$ cat src/rtl/sram_controller_pkg.sv
// Shared definitions for the SRAM access engine: FSM encodings, the default
// SRAM base address and the half-word address helper.
package sram_controller_pkg;

    localparam logic [1:0] ST_IDLE   = 2'd0;
    localparam logic [1:0] ST_ACC_LO = 2'd1;
    localparam logic [1:0] ST_ACC_HI = 2'd2;
    localparam logic [1:0] ST_DONE   = 2'd3;

    localparam logic [31:0] BASE_ADDR_DEFAULT = 32'd1024;

    // SRAM half-word address: word index with the half select as the LSB.
    function automatic logic [17:0] half_addr(input logic [16:0] word, input logic hi);
        return {word, hi};
    endfunction

endpackage

$ cat src/rtl/sram_controller.sv
// MEM-stage SRAM access engine: splits a 32-bit load/store into two 16-bit
// SRAM accesses and holds ready low until the word access completes.
module sram_controller
    import sram_controller_pkg::*;
#(
    parameter int unsigned SRAM_WAIT = 1,
    parameter logic [31:0] BASE_ADDR = BASE_ADDR_DEFAULT
) (
    input  logic        clk,
    input  logic        rst,
    input  logic        wr_en,
    input  logic        rd_en,
    input  logic [31:0] address,
    input  logic [31:0] write_data,
    output logic [31:0] read_data,
    output logic        ready,
    output logic [17:0] sram_addr,
    output logic [15:0] sram_dq_out,
    input  logic [15:0] sram_dq_in,
    output logic        sram_dq_oe,
    output logic        sram_we_n
);

    localparam int unsigned   CW       = $clog2(SRAM_WAIT + 1);
    localparam logic [CW-1:0] LAST_CNT = CW'(SRAM_WAIT - 1);

    logic [1:0]    state_r;
    logic [1:0]    state_s;
    logic [CW-1:0] cnt_r;
    logic          last_s;
    logic          req_s;
    logic          acc_r_s;
    logic [31:0]   off_s;
    logic [16:0]   word_r;
    logic [16:0]   word_s;
    logic [31:0]   wdata_r;
    logic [31:0]   wdata_s;
    logic          is_wr_r;
    logic          is_wr_s;
    logic [15:0]   lo_r;
    logic          acc_s;
    logic          hi_s;
    logic [17:0]   bus_addr_s;
    logic [15:0]   bus_dq_s;
    logic          bus_oe_s;
    logic          bus_we_n_s;
    logic          unused_s;

    assign req_s    = wr_en | rd_en;
    assign last_s   = (cnt_r == LAST_CNT);
    assign acc_r_s  = (state_r == ST_ACC_LO) || (state_r == ST_ACC_HI);
    // Offset wraps at 32 bits; only the word index bits reach the SRAM.
    assign off_s    = address - BASE_ADDR;
    assign unused_s = ^{off_s[31:19], off_s[1:0]};

    // Next-state logic of the access FSM.
    always_comb begin
        state_s = state_r;
        case (state_r)
            ST_IDLE: begin
                if (req_s) state_s = ST_ACC_LO;
                else       state_s = ST_IDLE;
            end
            ST_ACC_LO: begin
                if (last_s) state_s = ST_ACC_HI;
                else        state_s = ST_ACC_LO;
            end
            ST_ACC_HI: begin
                if (last_s) state_s = ST_DONE;
                else        state_s = ST_ACC_HI;
            end
            ST_DONE: state_s = ST_IDLE;
            default: state_s = ST_IDLE;
        endcase
    end

    // Pipeline freeze: free-running in IDLE only while no request is pending.
    always_comb begin
        case (state_r)
            ST_IDLE: ready = ~req_s;
            ST_DONE: ready = 1'b1;
            default: ready = 1'b0;
        endcase
    end

    // Pins are registered, so their next values come from the upcoming state;
    // in IDLE the request inputs are used directly as they are latched now.
    always_comb begin
        word_s  = (state_r == ST_IDLE) ? off_s[18:2] : word_r;
        wdata_s = (state_r == ST_IDLE) ? write_data  : wdata_r;
        is_wr_s = (state_r == ST_IDLE) ? wr_en       : is_wr_r;
        acc_s   = (state_s == ST_ACC_LO) || (state_s == ST_ACC_HI);
        hi_s    = (state_s == ST_ACC_HI);
        if (acc_s) begin
            bus_addr_s = half_addr(word_s, hi_s);
            bus_dq_s   = is_wr_s ? (hi_s ? wdata_s[31:16] : wdata_s[15:0]) : 16'd0;
            bus_oe_s   = is_wr_s;
            bus_we_n_s = ~is_wr_s;
        end else begin
            bus_addr_s = 18'd0;
            bus_dq_s   = 16'd0;
            bus_oe_s   = 1'b0;
            bus_we_n_s = 1'b1;
        end
    end

    // State, wait counter, request latches, read assembly and SRAM pins.
    always_ff @(posedge clk) begin
        if (rst) begin
            state_r     <= ST_IDLE;
            cnt_r       <= '0;
            word_r      <= 17'd0;
            wdata_r     <= 32'd0;
            is_wr_r     <= 1'b0;
            lo_r        <= 16'd0;
            read_data   <= 32'd0;
            sram_addr   <= 18'd0;
            sram_dq_out <= 16'd0;
            sram_dq_oe  <= 1'b0;
            sram_we_n   <= 1'b1;
        end else begin
            state_r     <= state_s;
            cnt_r       <= (acc_r_s && !last_s) ? cnt_r + CW'(1) : '0;
            word_r      <= word_s;
            wdata_r     <= wdata_s;
            is_wr_r     <= is_wr_s;
            if (!is_wr_r && last_s && (state_r == ST_ACC_LO)) begin
                lo_r <= sram_dq_in;
            end
            // The word is published only once both halves are in.
            if (!is_wr_r && last_s && (state_r == ST_ACC_HI)) begin
                read_data <= {sram_dq_in, lo_r};
            end
            sram_addr   <= bus_addr_s;
            sram_dq_out <= bus_dq_s;
            sram_dq_oe  <= bus_oe_s;
            sram_we_n   <= bus_we_n_s;
        end
    end

endmodule

$ cat config.mk
export PLATFORM = sky130hd
export DESIGN_NAME = sram_controller
export DESIGN_NICKNAME = d
export VERILOG_FILES = /design/src/rtl/sram_controller_pkg.sv /design/src/rtl/sram_controller.sv
export SDC_FILE = /design/constraint.sdc
export NUM_CORES = 1
export LEC_CHECK = 0
export ABC_CLOCK_PERIOD_IN_PS = 3630
export CAP_MARGIN = 20
export CORE_MARGIN = 4
export CORE_UTILIZATION = 47
export DETAILED_ROUTE_END_ITERATION = 10
export PLACE_DENSITY_LB_ADDON = 0.25
export RECOVER_POWER = 50
export REMOVE_ABC_BUFFERS = 1
export SYNTH_ARGS = -nofsm -noshare
export SYNTH_HDL_FRONTEND = slang
export SYNTH_SLANG_ARGS = --single-unit
export TNS_END_PERCENT = 30
$ cat constraint.sdc
create_clock -name clk -period 3.63 [get_ports clk]
set_input_delay 0.726 -clock clk [delete_from_list [all_inputs] [get_ports clk]]
set_output_delay 0.726 -clock clk [all_outputs]
set_load 0.05 [all_outputs]
==> qor.yml <==
pwr-share-comb_pct: 14.6
cts_max_path_buffers: 2
cts-resized-gates: 0
grt_use_total_pct: 18.59
critPathMaxStageDelay_ns: 0.84
final_cell_mix: "dfxtp_1 (137), clkdlybuf4s50_1 (134), nand2_1 (96)"
fmax_mhz: 315.7
drive_gt1_share_pct: 9.618
mostFrequentLayoutCell: "dfxtp_1"
dr_total_vias: 3995
cts_tree: "yes"
place_hpwl_mm: 7.531
status: "completed"
design_area_sq_um: 7154
ys_top_cells_by_area: "dfxtp_1 (53%), mux2i_1 (8.2%), mux4_2 (7.0%)"
start_util_pct: 49.01
grt_pass1_vias: 4119
grt_start_max_net_pins: 106
coreArea_sq_um: 10510
clkTransAtPathRegs_ns: 0.06
crit_family: "buffers and inverters"
crit_chain: "inv_1 -> ha_4 -> a21oi_1 -> nor2_1 -> clkdlybuf4s50_1"
critPathLaunchType: "flip-flop"
max_slew_margin_pct: 26.63
synth_ff_type: "dfxtp_1"
yosysTopAreaCell: "dfxtp_1"
worstPathRequired_ns: 2.90
h-tree-depth: 4
antenna_cells: 0
clock_sinks: 137
path_buf_inv: 2
seqPwrFrac_pct: 42.2
syn2layout_area_growth_pct: 38.92
crit_path_top_delay_cell: "clkdlybuf4s50_1"
fin_crit_sh_pct: 87.26
synthDistinctLibCells: 37
synth_top_area_share_pct: 53.26
cts_root_buffer: "clkbuf_8"
drt_first_pass_iters: 4
cap_violations: 0
drtIter0Drc: 149
place_area_sq_um: 6559
synth_cells: 519
p_sw_mw: 0.9507
hp-start: "rst"
synth_area_sq_um: 5150
io_pins: 153
hold_path.class: "in -> reg"
synthArstFlopShare_pct: 0
finalCriticalPeriod_ns: 3.167
ant_nets: 0
fin_util_pct: 68.08
numCtsBuffers: 17
ir_drop_mv: 0.2911
syn-mean-instance-area_sq_um: 9.923
ys_seq_area_share_pct: 53.26
cp-startpoint: "state_r[0]$_SDFF_PP0_"
synth_edf_count: 0
worst_slew_pin_slew_ns: 1.098
rsz0062_at_grt: "false"
drv_slew: 0
intPower_mw: 2.906
power_density_nw_per_um2: 539.1
gr-total-overflow: 0
rows: 37
synth_seq_cells: 137
ys_warn_count: 0
totalPowerFinal_mw: 3.857
finalWirelength_mm: 11.46
via_per_inst: 5.051
grt_pass1_wl_mm: 19.38
clk_latency_ns: 0.49
crit_type: "reg -> out"
cts_hold_buf: 0
power_frac_clock_pct: 43.2
fin_nets: 735
setup_viol: 0
io_buffers: 137
swShare_pct: 24.65
critPathMaxFanout: 28
crit_arrival_ns: 2.44
end_kind: "output pin"
die_area_sq_um: 12700
finClkSkew_ns: 0.007122
routabilityCongestion: 0.8227
wl_per_cell_microns: 14.49
finalHoldViolCount: 0
antenna_found_initial: 0
drc: 0
reg2reg_from: "state_r[0]$_SDFF_PP0_"
die_w_microns: 112.7
die_h_microns: 112.7
leakage_nw: 2.785
post-cts-setup-buffers: 0
-- power by group through the flow --
stage / Sequential, mW / Combinational, mW / Clock, mW
2_1_floorplan: 1.76 / 0.254 / 0
3_3_place_gp: 1.66 / 0.553 / 0
3_5_place_dp: 1.66 / 0.565 / 0
4_1_cts: 1.63 / 0.570 / 1.70
5_1_grt: 1.64 / 0.610 / 1.78
6_report: 1.63 / 0.562 / 1.67
-- worst register-to-register path, cell delays in order (launching register included) --
cell	delay, ns
dfxtp_1	0.37
inv_1	0.15
ha_4	0.35
inv_1	0.18
mux2_1	0.36
ha_1	0.29
or2_1	0.28
or2_1	0.72
and2b_1	0.27
-- per-stage QoR --
step	setup TNS (ns)	hold WS [ns]	instances	worst slack, ns
6_report	0	0.4323	791	0.4625
5_1_grt	0	0.4106	791	0.3167
4_1_cts	0	0.4057	789	0.4171
3_5_place_dp	0	0.4432	759	0.3853
3_3_place_gp	0	0.4340	759	0.4113
2_1_floorplan	-39.21	0.4260	482	-1.446
-- worst paths after layout --
kind	cells after the start	to	slack [ns]
setup / recovery	5	ready	0.46
hold / removal	2	read_data[21]$_SDFFE_PP0P_	0.43
setup reg to reg	8	sram_dq_out[1]$_SDFF_PP0_	0.56
hold reg to reg	2	read_data[9]$_SDFFE_PP0P_	0.45
-- layout make-up --
| type | instances | area (sq um) |
|---|---|---|
| Clock buffer | 18 | 427.9 |
| Inverter | 7 | 26.28 |
| Clock inverter | 12 | 152.6 |
| Multi-Input combinational cell | 338 | 2216 |
| Fill cell | 851 | 3354 |
| Timing Repair Buffer | 143 | 1419 |
| Tap cell | 136 | 170.2 |
| Sequential cell | 137 | 2743 |
-- routing by layer --
metal	part of all wire (%)	vias up	track usage, %	wire length, microns
met5	0	-	0	0
met4	0.86	0	4.647	98
met3	4.4	8	5.553	506
met2	53	92	33.02	6021
met1	42	1899	21.93	4831
li1	-	1996	-	-
-- synthesized netlist by cell type, drive strengths merged, types with 2 or more instances --
library cell	n
a21oi	51
ha	7
nand2b	4
and2b	4
a211oi	4
nor3	12
nor2b	16
or3b	2
clkbuf	23
xnor2	2
nand3b	2
mux4	16
dfxtp	137
nand2	96
nor3b	3
mux2i	42
a311oi	5
inv	7
and4	2
buf	14
nor4	6
nor2	53
or2	2
-- cells by family (layout without fill, tap and decap cells) --
logic type / Yosys count / in the layout / share of synthesized area (%)
other cells: 1 / 1 / 0.07282
simple gates: 205 / 205 / 18.29
compound gates: 64 / 64 / 6.997
flops: 137 / 137 / 53.26
xor+xnor: 2 / 2 / 0.3402
mux: 59 / 59 / 15.38
buf+inv: 44 / 180 / 3.960
fa+ha+maj: 7 / 7 / 1.701
-- sequential cells by signal (all words and copies together), names as in the netlist --
signal and count:
read_data 32, wdata_r 32, sram_addr 18, word_r 17, lo_r 16, sram_dq_out 16, state_r 2, cnt_r 1
is_wr_r 1, sram_dq_oe 1, sram_we_n 1
No activity file was read; power rests on OpenSTA's default activity.
